**config.mk**
```make
export PLATFORM = sky130hd
export DESIGN_NAME = pipelined_addsub
export DESIGN_NICKNAME = d
export VERILOG_FILES = /design/src/rtl/pipelined_addsub.sv
export SDC_FILE = /design/constraint.sdc
export NUM_CORES = 1
export LEC_CHECK = 0
export CAP_MARGIN = 25
export CORE_MARGIN = 8
export CORE_UTILIZATION = 30
export DETAILED_ROUTE_END_ITERATION = 10
export GPL_ROUTABILITY_DRIVEN = 0
export GPL_TIMING_DRIVEN = 0
export MAX_ROUTING_LAYER = met4
export PLACE_DENSITY_LB_ADDON = 0.1
export SLEW_MARGIN = 20
export SYNTH_ARGS = -nofsm -noshare
export SYNTH_HDL_FRONTEND = slang
export SYNTH_SLANG_ARGS = --single-unit
```
**constraint.sdc**
```tcl
create_clock -name clk -period 2.4 [get_ports clk]
set_input_delay 0.24 -clock clk [delete_from_list [all_inputs] [get_ports clk]]
set_output_delay 0.24 -clock clk [all_outputs]
set_load 0.005 [all_outputs]
```
**src/rtl/pipelined_addsub.sv**
```systemverilog
// pipelined_addsub: WIDTH-bit two's-complement add/sub with carry rippling one CW-bit chunk per stage,
// valid/ready on both sides and a single global advance that stalls the whole pipe.
module pipelined_addsub #(
  parameter int WIDTH  = 16,
  parameter int STAGES = 4
) (
  input  logic             clk,
  input  logic             rst_n,
  input  logic             in_valid,
  output logic             in_ready,
  input  logic [WIDTH-1:0] a,
  input  logic [WIDTH-1:0] b,
  input  logic             sub,
  output logic             out_valid,
  input  logic             out_ready,
  output logic [WIDTH-1:0] s,
  output logic             cout,
  output logic             ovf,
  output logic             zero
);
  localparam int CW = WIDTH / STAGES;
  if (WIDTH < 2 || STAGES < 1 || WIDTH % STAGES != 0) begin : g_bad
    $error("pipelined_addsub: WIDTH must be >= 2 and a multiple of STAGES");
  end
  logic             adv;
  logic [WIDTH-1:0] ra [STAGES];
  logic [WIDTH-1:0] rb [STAGES];
  logic [WIDTH-1:0] rr [STAGES];
  logic             rc [STAGES];
  logic             rv [STAGES];
  logic             rs [STAGES];
  assign adv       = !out_valid || out_ready;
  assign in_ready  = adv;
  assign out_valid = rv[STAGES-1];
  assign s         = rr[STAGES-1];
  assign cout      = rc[STAGES-1];
  for (genvar k = 0; k < STAGES; k++) begin : g_st
    logic [WIDTH-1:0] ia, ib, ir, nr;
    logic             ic, iv, is;
    logic [CW:0]      sum;
    // operands travel whole so the MSBs are still at hand for overflow in the last stage
    if (k == 0) begin : g_src
      assign ia = a;
      assign ib = b ^ {WIDTH{sub}};
      assign ir = '0;
      assign ic = sub;
      assign iv = in_valid;
      assign is = sub;
    end else begin : g_src
      assign ia = ra[k-1];
      assign ib = rb[k-1];
      assign ir = rr[k-1];
      assign ic = rc[k-1];
      assign iv = rv[k-1];
      assign is = rs[k-1];
    end
    assign sum = {1'b0, ia[k*CW +: CW]} + {1'b0, ib[k*CW +: CW]} + (CW+1)'(ic);
    always_comb begin
      nr = ir;
      nr[k*CW +: CW] = sum[CW-1:0];
    end
    always_ff @(posedge clk or negedge rst_n) begin
      if (!rst_n) begin
        rv[k] <= 1'b0;
        rs[k] <= 1'b0;
        rc[k] <= 1'b0;
        ra[k] <= '0;
        rb[k] <= '0;
        rr[k] <= '0;
      end else if (adv) begin
        rv[k] <= iv;
        rs[k] <= is;
        rc[k] <= sum[CW];
        ra[k] <= ia;
        rb[k] <= ib;
        rr[k] <= nr;
      end
    end
    if (k == STAGES - 1) begin : g_flags
      always_ff @(posedge clk or negedge rst_n) begin
        if (!rst_n) begin
          ovf  <= 1'b0;
          zero <= 1'b0;
        end else if (adv) begin
          ovf  <= (ia[WIDTH-1] == ib[WIDTH-1]) && (nr[WIDTH-1] != ia[WIDTH-1]);
          zero <= nr == '0;
        end
      end
    end
  end
endmodule

```
# Yosys cells after proc, flatten, opt, wreduce, memory -nomap -nowiden
# Index checks and enable logic that the tools add are counted.
dict set report word_totals {
  in_bits 37
  wordCells 35
  reg_bits 146
}
dict set report classes {
  n_reduce_logical 4
  n_eq_ne 2
  bitwise 1
  addsub 8
}
# op n
set ops {}
lappend ops {{$add 4x4->5} 4}
lappend ops {{$add 5x1->5} 4}
lappend ops {{$logic_not 16->1} 1}
lappend ops {{$xor 16x16->16} 1}
lappend ops {{$eq 1x1->1} 1}
lappend ops {{$logic_and 1x1->1} 1}
lappend ops {{$logic_not 1->1} 1}
lappend ops {{$logic_or 1x1->1} 1}
lappend ops {{$ne 1x1->1} 1}

# Depth between registers and ports, before layout
# Gate-level depths: netlist of run 1.
dict set report depth {
  ltp_word 4
  depth_mapped 8
}

# Least setup slack after synthesis of run 1
# Ideal clock, no wire load.
dict set report synth_path {
  path_kind {flip-flop to flip-flop}
  start {register ra, in the netlist g_st[3].ia[12]}
  end {register zero}
  stages_incl_launch_ff 8
  required_ns 2.280
  setup_slack_ns 0.524
  period_less_slack_ns 1.876
  arrival_time_ns 1.756
  setup_ns 0.120
  path_cell_list {dfrtp_1 -> fa_1 -> inv_1 -> fa_1 -> nor4b_1 -> nand3_1 -> nor4_2 -> a31o_1}
}
dict set report synth_via {
  elab_chain_len 3
}
# item line
set synth_rtl {}
lappend synth_rtl {{start: declaration} 26} ;# logic [WIDTH-1:0] ra [STAGES];
lappend synth_rtl {{start signal: indexed assignment} 74} ;# ra[k] <= ia;
lappend synth_rtl {{$add 4x4->5} 57} ;# assign sum = {1'b0, ia[k*CW +: CW]} + {1'b0, ib[k*CW +: CW]} + (CW+1)'(ic);
lappend synth_rtl {{$add 5x1->5} 57}
lappend synth_rtl {{$logic_not 16->1} 86} ;# zero <= nr == '0;
lappend synth_rtl {{end signal: assignment} 83} ;# zero <= 1'b0;
lappend synth_rtl {{end signal: assignment} 86}
lappend synth_rtl {{end: declaration} 19} ;# output logic zero
# Every way passes these cells.
# A chain may end at the register's enable or synchronous reset.

# Final worst setup path of run 1
dict set report layout_path {
  start {register rv, in the netlist out_valid}
  end {output port in_ready}
}
dict set report layout_via {
  elab_chain_len 2
}
# item line
set layout_rtl {}
lappend layout_rtl {{start: declaration} 30} ;# logic rv [STAGES];
lappend layout_rtl {{start signal: indexed assignment} 71} ;# rv[k] <= iv;
lappend layout_rtl {{$logic_not 1->1} 32} ;# assign adv = !out_valid || out_ready;
lappend layout_rtl {{$logic_or 1x1->1} 32}
lappend layout_rtl {{end: declaration} 10} ;# output logic in_ready,
# Every way passes these cells.

==> impl_metrics.tcl, run 1 <==
set metrics [dict create \
    timing.critical_path.from_type "flip-flop" \
    ys.flop_type "dfrtp_1" \
    max_slew_margin_pct 57.4 \
    route.detailed.drc 0 \
    worst_hold_path_type "in -> async" \
    yosysSeqAreaShare_pct 57.2 \
    htree_num_levels 3 \
    port_buffers 56 \
    clock_path_buffers 2 \
    area_growth_pct 26.1 \
    first_iter_violations 158 \
    fp.dieArea_sq_mm 0.0184 \
    grt_overflow 0 \
    asyncSetResetFlopFracSynth_pct 100 \
    fp.dieH_microns 136 \
    critPathRequiredTime_ps 2160 \
    fmax_mhz 485 \
    core_region_area_sq_mm 0.0139 \
    vias_per_cell 4.37 \
    num_vias 3127 \
    timing_hold_violations_final 0 \
    count_of_different_cell_masters_after_synthesis 26 \
    antenna_found_initial 0 \
    syn-cell-area_sq_mm 0.00429 \
    grt_pass1_wl_microns 17200 \
    tritoncts "built" \
    final_antenna_net_count 0 \
    final_stage_net_count 586 \
    via_count_of_the_first_global_routing_pass 3290 \
    max_slew.worst_pin.slew_ps 638 \
    layout_min_cycle_time_ps 2060 \
    finClkSkew_ps 5.85 \
    clk_lat_worst_skew_ps 340 \
    dp_cells 699 \
    grt_start_max_net_pins 74 \
    worst_r2r_path_depth 7 \
    path_clk_slew_ps 60 \
    rsz0062_at_grt "false" \
    globalRouteTotalUtil_pct 12.8 \
    number_of_flops_mapped_to_enable_cells_by_yosys 0 \
    grtUsageMet2_pct 20.0 \
    grtUsageMet3_pct 3.89 \
    syn_area_cell_sq_um 9.28 \
    outcome "finished, final reports clean" \
    clock_sinks 98 \
    fin_max_slew_vios 0 \
    syn_nets 518 \
    layout-drive-gt1-share_pct 5.23 \
    cts_inserted_buffers 9 \
    dieWidth_microns 136 \
    reg2reg_setup_slack_ps 370 \
    number_of_optimization_iterations_in_the_first_detailed_route_pass 4 \
    total_leakage_power_uw 0.00262 \
    detailedPlacementHpwl_microns 7640 \
    layout_worst_path_cycle_share_pct 85.9 \
    cts_setup_buffers 0 \
    avgRoutedWirePerCell_microns 14.7 \
    post_placement_cell_area_sq_mm 0.00510 \
    synth_seq_cells 98 \
    report.final.setup_viol 0 \
    worstReg2RegEnd "zero" \
    clock_tree.root_cell "clkbuf_16" \
    final_area_sq_mm 0.00541 \
    routed_wirelength_microns 10500 \
    number_of_ports_placed_on_the_die_boundary 58 \
    ys.warnings.count 0 \
    num_rows 43 \
    post-layout-total-power_uw 6750 \
    max-vdd-ir-drop_mv 0.515 \
    timing.critical_path.arrival_ps 1820 \
    antenna_cells 0 \
    groute.layer.met1.usage_pct 15.6 \
    reg2reg_from "g_st[3].ia[12]" \
    pwr_density_cell_mw_per_mm2 1250 \
    syn_inst 462 \
    worst_setup_path_class "reg -> out" \
    finish.cell_count_without_fillers 715 \
    number_of_max_cap_violations 0 \
    timing.critical_path.fanout_max 16 \
    initial_utilization_pct 30.8 \
    worst_setup_path_end_kind "output pin" \
    global_route.peak_usage_layer "met2" \
]
flip-flops by register name (all words and copies together) (netlist names):
signal / count
g_st.ia: 24
g_st.ib: 24
out_valid: 1
g_st.ir: 24
zero: 1
g_st.iv: 3
cout: 1
g_st.ic: 3
s: 16
ovf: 1
power breakdown:
| part | internal (uW) | switching (uW) |
|---|---|---|
| clock | 865 | 592 |
| sequential | 2380 | 446 |
| combinational | 1110 | 1350 |
worst max path at each step:
stage                        start             end  slack [ps]  cells past startpoint
floorplan           g_st[3].ia[12]            zero         520                      7
global placement             rst_n  g_st[1].ib[10]       -2790                      1
detailed placement       out_ready        in_ready          60                      6
CTS                      out_valid        in_ready         290                      4
global route        g_st[3].ib[12]            zero         200                      7
finish                   out_valid        in_ready         340                      4
synthesized netlist by cell type, types with 5 or more instances:
cell / instances / area [sq um]
a21oi_1: 12 / 60.1
ha_1: 12 / 150
dfrtp_1: 98 / 2450
buf_1: 5 / 18.8
buf_2: 10 / 50.1
o21ai_0: 30 / 150
fa_1: 7 / 140
nor2_1: 10 / 37.5
clkbuf_1: 8 / 30.0
xor2_1: 9 / 78.8
nand2_1: 218 / 818
inv_1: 10 / 37.5
xnor2_1: 14 / 123
final cells by class:
| type | instances | area (sq um) |
|---|---|---|
| clock buffers | 14 | 264 |
| multi-input cells | 330 | 1700 |
| well taps | 180 | 225 |
| flip-flops and latches | 98 | 2450 |
| clock inverters | 2 | 35.0 |
| plain buffers | 22 | 95.1 |
| repair buffers | 58 | 599 |
| fillers | 1417 | 8530 |
| inverters | 11 | 41.3 |
kinds of logic (layout without fill, tap and decap cells):
kind of cell / after synthesis / count (layout) / share of synthesized area [%]
and+or+nand+nor: 239 / 239 / 21.9
AOI/OAI and AO/OA: 48 / 48 / 5.98
xor gates and xnor gates: 23 / 23 / 4.70
DFF: 98 / 98 / 57.2
adders and majority gates: 19 / 19 / 6.77
muxes: 1 / 1 / 0.233
buffers and inverters: 34 / 107 / 3.27
stage by stage:
step	hold WS, ps	TNS (ps)	utilization [%]	setup WS [ps]
global route	340	0	38.8	195
CTS	323	0	38.8	287
finish	323	0	38.8	339
floorplan	-55.6	0	-	524
detailed placement	120	0	36.6	64.5
global placement	443	-272450	36.4	-2790
layout by cell type (no fill, tap or decap):
master           count
buf_2               10
and2_1               1
clkinv_2             1
nand2_1            218
mux2i_1              1
a21oi_1             12
nand3_1              1
nor2_1              10
or4_4                1
clkbuf_1            10
dfrtp_1             98
buf_1                5
nor4_1               1
xor2_1               9
a31o_1               1
xnor2_1             14
buf_6                1
o31ai_1              1
fa_1                 7
nor4b_1              1
nand2b_1             1
clkbuf_8             2
buf_16               1
bufinv_16            1
inv_2                1
clkbuf_16            9
a21o_1               4
inv_1               10
ha_1                12
o21ai_0             30
nor4_2               1
clkdlybuf4s50_1     55
nor2b_1              4
dlygate4sd3_1        1
critical path, stage by stage (launching register included):
cell             delay (ps)
dfrtp_1                 380
nor2b_1                 120
buf_2                   170
inv_2                   240
clkdlybuf4s50_1         560
per-layer routing:
layer | routed length, microns | share of wire [%] | up-vias
met3 | 446 | 4.2 | 13
met4 | 114 | 1.1 | 0
li1 | - | - | 1580
met1 | 5050 | 48 | 1480
met5 | 0 | 0 | -
met2 | 4920 | 47 | 54
repair_timing:
item | in CTS | in global routing
gates resized for setup | 0 | 0
endpoints found under the hold margin | 25 | 0
setup endpoints to repair | 1 | 0
hold buffers | 1 | 0
Note: power is estimated with default switching activity, not from simulation.
==> inputs of run 2 (changes only) <==
Settings changed: CORE_ASPECT_RATIO from default to 1.4.
==> impl_metrics.tcl, run 2 (synthesized netlist as in run 1, its figures left out) <==
set metrics [dict create \
    outcome "finished, final reports clean" \
    fmax_mhz 470 \
    fill_cells 1464 \
    grt_start_max_net_pins 51 \
    tritoncts "built" \
    dieWidth_microns 117 \
    num_vias 3130 \
    total_leakage_power_uw 0.00262 \
    cts.repair.resized 0 \
    layout_min_cycle_time_ps 2130 \
    grt_pass1_wl_microns 17600 \
    avgRoutedWirePerCell_microns 14.8 \
    critical_path.startpoint "g_st[3].ia[12]" \
    report.final.setup_viol 0 \
    first_iter_violations 115 \
    most_frequent_standard_cell_in_the_layout_excluding_fill_and_tap_cells "nand2_1" \
    grt_overflow 0 \
    final_util_pct 38.9 \
    path_depth 7 \
    max-vdd-ir-drop_mv 0.416 \
    core_region_area_sq_mm 0.0140 \
    area_growth_pct 26.8 \
    clock_sinks 98 \
    dp_cells 704 \
    max_slew.worst_pin.slew_ps 756 \
    worst_setup_path_end_kind "flip-flop" \
    cpLargestDelayFamily "adder cells" \
    mostFrequentLayoutCells "218 x nand2_1, 98 x dfrtp_1, 55 x clkdlybuf4s50_1" \
    timing.critical_path.from_type "flip-flop" \
    timing.critical_path.cells "fa_1 > inv_1 > fa_1 > nor4b_1 > nand3_1 > nor4_2 > a31o_1" \
    timing.critical_path.fanout_max 2 \
    detailedPlacementHpwl_microns 7700 \
    max_stage_delay_ps 520 \
    fin_max_slew_vios 0 \
    vias_per_cell 4.35 \
    number_of_max_cap_violations 0 \
    timing.critical_path.arrival_ps 2410 \
    final_antenna_net_count 0 \
    finClkSkew_ps 7.22 \
    via_count_of_the_first_global_routing_pass 3324 \
    layout_worst_path_cycle_share_pct 88.6 \
    clk_lat_worst_skew_ps 350 \
    worstReg2RegEnd "zero" \
    final_stage_net_count 586 \
    globalRouteTotalUtil_pct 13.1 \
    clock_tree.root_cell "clkbuf_16" \
    rsz0062_at_grt "false" \
    pwr_density_cell_mw_per_mm2 1250 \
    worst_hold_path_type "in -> reg" \
    reg2reg_from "g_st[3].ia[12]" \
    reg2reg_setup_slack_ps 270 \
    htree_num_levels 3 \
    worst_setup_path_class "reg -> reg" \
    worst_r2r_path_depth 7 \
    endpoint "zero" \
    antenna_found_initial 0 \
    post_placement_cell_area_sq_mm 0.00511 \
    number_of_ports_placed_on_the_die_boundary 58 \
    finish.cell_count_without_fillers 720 \
    cts_inserted_buffers 9 \
    critPathRequiredTime_ps 2680 \
    timing_hold_violations_final 0 \
    num_rows 51 \
    final_area_sq_mm 0.00544 \
    routed_wirelength_microns 10700 \
    path_clk_slew_ps 70 \
    worst_path_max_delay_cell "fa_1" \
    critical_path_buf_inv_count 1 \
    max_slew_margin_pct 49.6 \
    number_of_optimization_iterations_in_the_first_detailed_route_pass 4 \
    antenna_cells 0 \
    clock_path_buffers 2 \
    fp.dieArea_sq_mm 0.0184 \
    crit_top_cell "fa_1" \
    route.detailed.drc 0 \
    layout-drive-gt1-share_pct 5.61 \
    initial_utilization_pct 30.7 \
    port_buffers 56 \
    fp.dieH_microns 157 \
]
-- run 2: area by class of cell --
type | count | area, sq um | area share, %
Sequential cell | 98 | 2450 | 45.1
Multi-Input combinational cell | 330 | 1700 | 31.2
Timing Repair Buffer | 58 | 599 | 11.0
Clock buffer | 11 | 243 | 4.47
Tap cell | 185 | 231 | 4.26
Buffer | 22 | 95.1 | 1.75
Clock inverter | 5 | 77.6 | 1.43
Inverter | 11 | 41.3 | 0.760
-- run 2: power by group --
| group | leakage (uW) | switching, uW | internal (uW) | total, uW |
|---|---|---|---|---|
| Combinational | 0.00128 | 1320 | 1110 | 2430 |
| Sequential | 0.00119 | 445 | 2380 | 2830 |
| Clock | 0.000156 | 615 | 939 | 1550 |
| Total | 0.00262 | 2380 | 4430 | 6810 |
-- run 2: what timing repair did --
action / in CTS / in global routing
setup buffers: 0 / 0
endpoints found under the setup margin: 1 / 0
hold buffers: 1 / 0
endpoints found under the hold margin: 48 / 0
-- run 2: worst min-delay path by stage --
stage               slack [ps]       endpoint  cells after the start        from
floorplan                  -60           cout                      0       rst_n
global placement           440     g_st[3].iv                      2  g_st[3].iv
detailed placement         220  g_st[3].ir[0]                      1       rst_n
CTS                        310  g_st[1].ib[7]                      3         sub
global route               330  g_st[1].ib[7]                      3         sub
finish                     320  g_st[1].ib[7]                      3         sub
-- run 2: metrics by stage --
| stage | total power [uW] | hold slack, ps | worst slack, ps | setup TNS [ps] |
|---|---|---|---|---|
| 2_1_floorplan | 4260 | -55.6 | 524 | 0 |
| 3_3_place_gp | 5280 | 443 | -2730 | -266690 |
| 3_5_place_dp | 5350 | 222 | 18.5 | 0 |
| 4_1_cts | 6940 | 314 | 277 | 0 |
| 5_1_grt | 7430 | 330 | 138 | 0 |
| 6_report | 6810 | 318 | 274 | 0 |
-- run 2: worst reg2reg max path, cell delays in order (launching register included) --
cell,delay (ps)
dfrtp_1,380
fa_1,230
inv_1,60
fa_1,520
nor4b_1,240
nand3_1,150
nor4_2,290
a31o_1,190
-- run 2: layer usage --
metal	global-route usage, %	wire, microns	vias up
li1	-	-	1579
met3	2.42	349	18
met2	21.4	5280	49
met4	5.75	214	0
met1	15.3	4800	1484
met5	-	0	-
==> inputs of run 3 (changes only) <==
==> constraint.sdc (replaced) <==
create_clock -name clk -period 2.1 [get_ports clk]
set_input_delay 0.21 -clock clk [delete_from_list [all_inputs] [get_ports clk]]
set_output_delay 0.21 -clock clk [all_outputs]
set_load 0.05 [all_outputs]
==> impl_metrics.tcl, run 3 (synthesized netlist as in run 1, its figures left out) <==
set metrics [dict create \
    outcome "finished, final reports clean" \
    clk_lat_worst_skew_ps 340 \
    max_slew_margin_pct 50.2 \
    grt_overflow 0 \
    timing.critical_path.from_type "flip-flop" \
    cts_inserted_buffers 9 \
    worst_setup_path_class "reg -> reg" \
    worstReg2RegEnd "zero" \
    finClkSkew_ps 6.41 \
    fill_cells 1461 \
    layout_min_cycle_time_ps 2050 \
    number_of_optimization_iterations_in_the_first_detailed_route_pass 4 \
    max-vdd-ir-drop_mv 0.694 \
    hold_path_origin "sub" \
    initial_utilization_pct 30.7 \
    reg2reg_from "g_st[3].ia[12]" \
    final_stage_net_count 586 \
    timing.critical_path.arrival_ps 2330 \
    fmax_mhz 488 \
    report.final.setup_viol 0 \
    hold_ws_ps 288 \
    path_clk_slew_ps 70 \
    tritoncts "built" \
    antenna_cells 0 \
    grt_start_max_net_pins 51 \
    clock_sinks 98 \
    timing.critical_path.fanout_max 2 \
    fp.dieH_microns 157 \
    num_vias 3130 \
    port_buffers 56 \
    pwr_density_cell_mw_per_mm2 1550 \
    hold-path-cell-count 3 \
    most_frequent_standard_cell_in_the_layout_excluding_fill_and_tap_cells "nand2_1" \
    layout-drive-gt1-share_pct 6.54 \
    postLayoutSetupSlackWorst_ps 51.8 \
    via_count_of_the_first_global_routing_pass 3324 \
    rsz0062_at_grt "true" \
    globalRouteTotalUtil_pct 13.1 \
    core_region_area_sq_mm 0.0140 \
    first_iter_violations 122 \
    num_rows 51 \
    critPathRequiredTime_ps 2380 \
    max_slew.worst_pin.slew_ps 747 \
    avgRoutedWirePerCell_microns 14.8 \
    area_growth_pct 27.4 \
    dp_worst_setup_slack_ps -523 \
    antenna_found_initial 0 \
    worst_r2r_path_depth 7 \
    mostFrequentLayoutCells "218 x nand2_1, 98 x dfrtp_1, 54 x clkdlybuf4s50_1" \
    timing_hold_violations_final 0 \
    grt_pass1_wl_microns 17600 \
    worst_hold_path_type "in -> reg" \
    htree_num_levels 3 \
    number_of_ports_placed_on_the_die_boundary 58 \
    number_of_max_cap_violations 0 \
    fin_max_slew_vios 0 \
    dieWidth_microns 117 \
    route.detailed.drc 0 \
    detailedPlacementHpwl_microns 7700 \
    clock_path_buffers 2 \
    clock_tree.root_cell "clkbuf_16" \
    min_to "g_st[1].ib[7]" \
    final_antenna_net_count 0 \
    layout_worst_path_cycle_share_pct 97.5 \
    reg2reg_setup_slack_ps 50 \
    cts_setup_buffers 0 \
    vias_per_cell 4.35 \
    routed_wirelength_microns 10700 \
    fp.dieArea_sq_mm 0.0184 \
    total_leakage_power_uw 0.00263 \
    worst_setup_path_end_kind "flip-flop" \
]
-- run 3: timing repair --
item	4_1_cts	5_1_grt
setup endpoints to repair	2	2
hold endpoints to repair	48	0
pin swaps	1	1
gates resized for setup	2	7
hold buffers	1	0
gates cloned	0	0
-- run 3: worst max-delay path by stage --
stage,from,depth (start not counted),slack [ps],end
2_1_floorplan,out_valid,5,190,g_st[1].ir[1]
3_3_place_gp,rst_n,1,-3000,g_st[1].ia[10]
3_5_place_dp,out_ready,6,-520,in_ready
4_1_cts,out_valid,4,4,in_ready
5_1_grt,g_st[3].ia[12],7,-30,zero
6_report,g_st[3].ia[12],7,50,zero
-- run 3: worst max-delay path, cell delays in order (launching register included) --
cell and delay [ps]:
dfrtp_1 380, fa_2 250, inv_2 40, fa_1 530, nor4b_4 220, nand3_2 140
nor4_4 230, a31o_1 190
-- run 3: layout make-up --
cell class	count	area [sq um]	share of cell area (%)
timing repair buffer	58	594	10.9
clock inverter	5	77.6	1.42
buffer	22	95.1	1.74
sequential	98	2450	44.9
multi-input combinational	330	1730	31.6
tap	185	231	4.24
inverter	11	41.3	0.756
clock buffer	11	243	4.44
-- run 3: power breakdown --
group	internal [uW]	switching, uW
Sequential	2720	533
Combinational	1300	2160
Clock	1070	706
-- run 3: routing by layer --
layer	track usage, %	wire, microns	vias up
met5	-	0	-
met4	5.75	206	0
met3	2.42	354	15
met2	21.4	5300	46
met1	15.4	4810	1490
li1	-	-	1579
-- run 3: metrics by stage --
stage,area (sq um),total power [uW],cells,utilization [%],setup TNS (ps)
floorplan,4290,5500,462,-,0
global placement,5080,6670,703,36.4,-293680
detailed placement,5110,6740,704,36.6,-523
CTS,5440,8570,720,38.9,0
global route,5460,9200,720,39.1,-25.2
finish,5460,8490,720,39.1,0
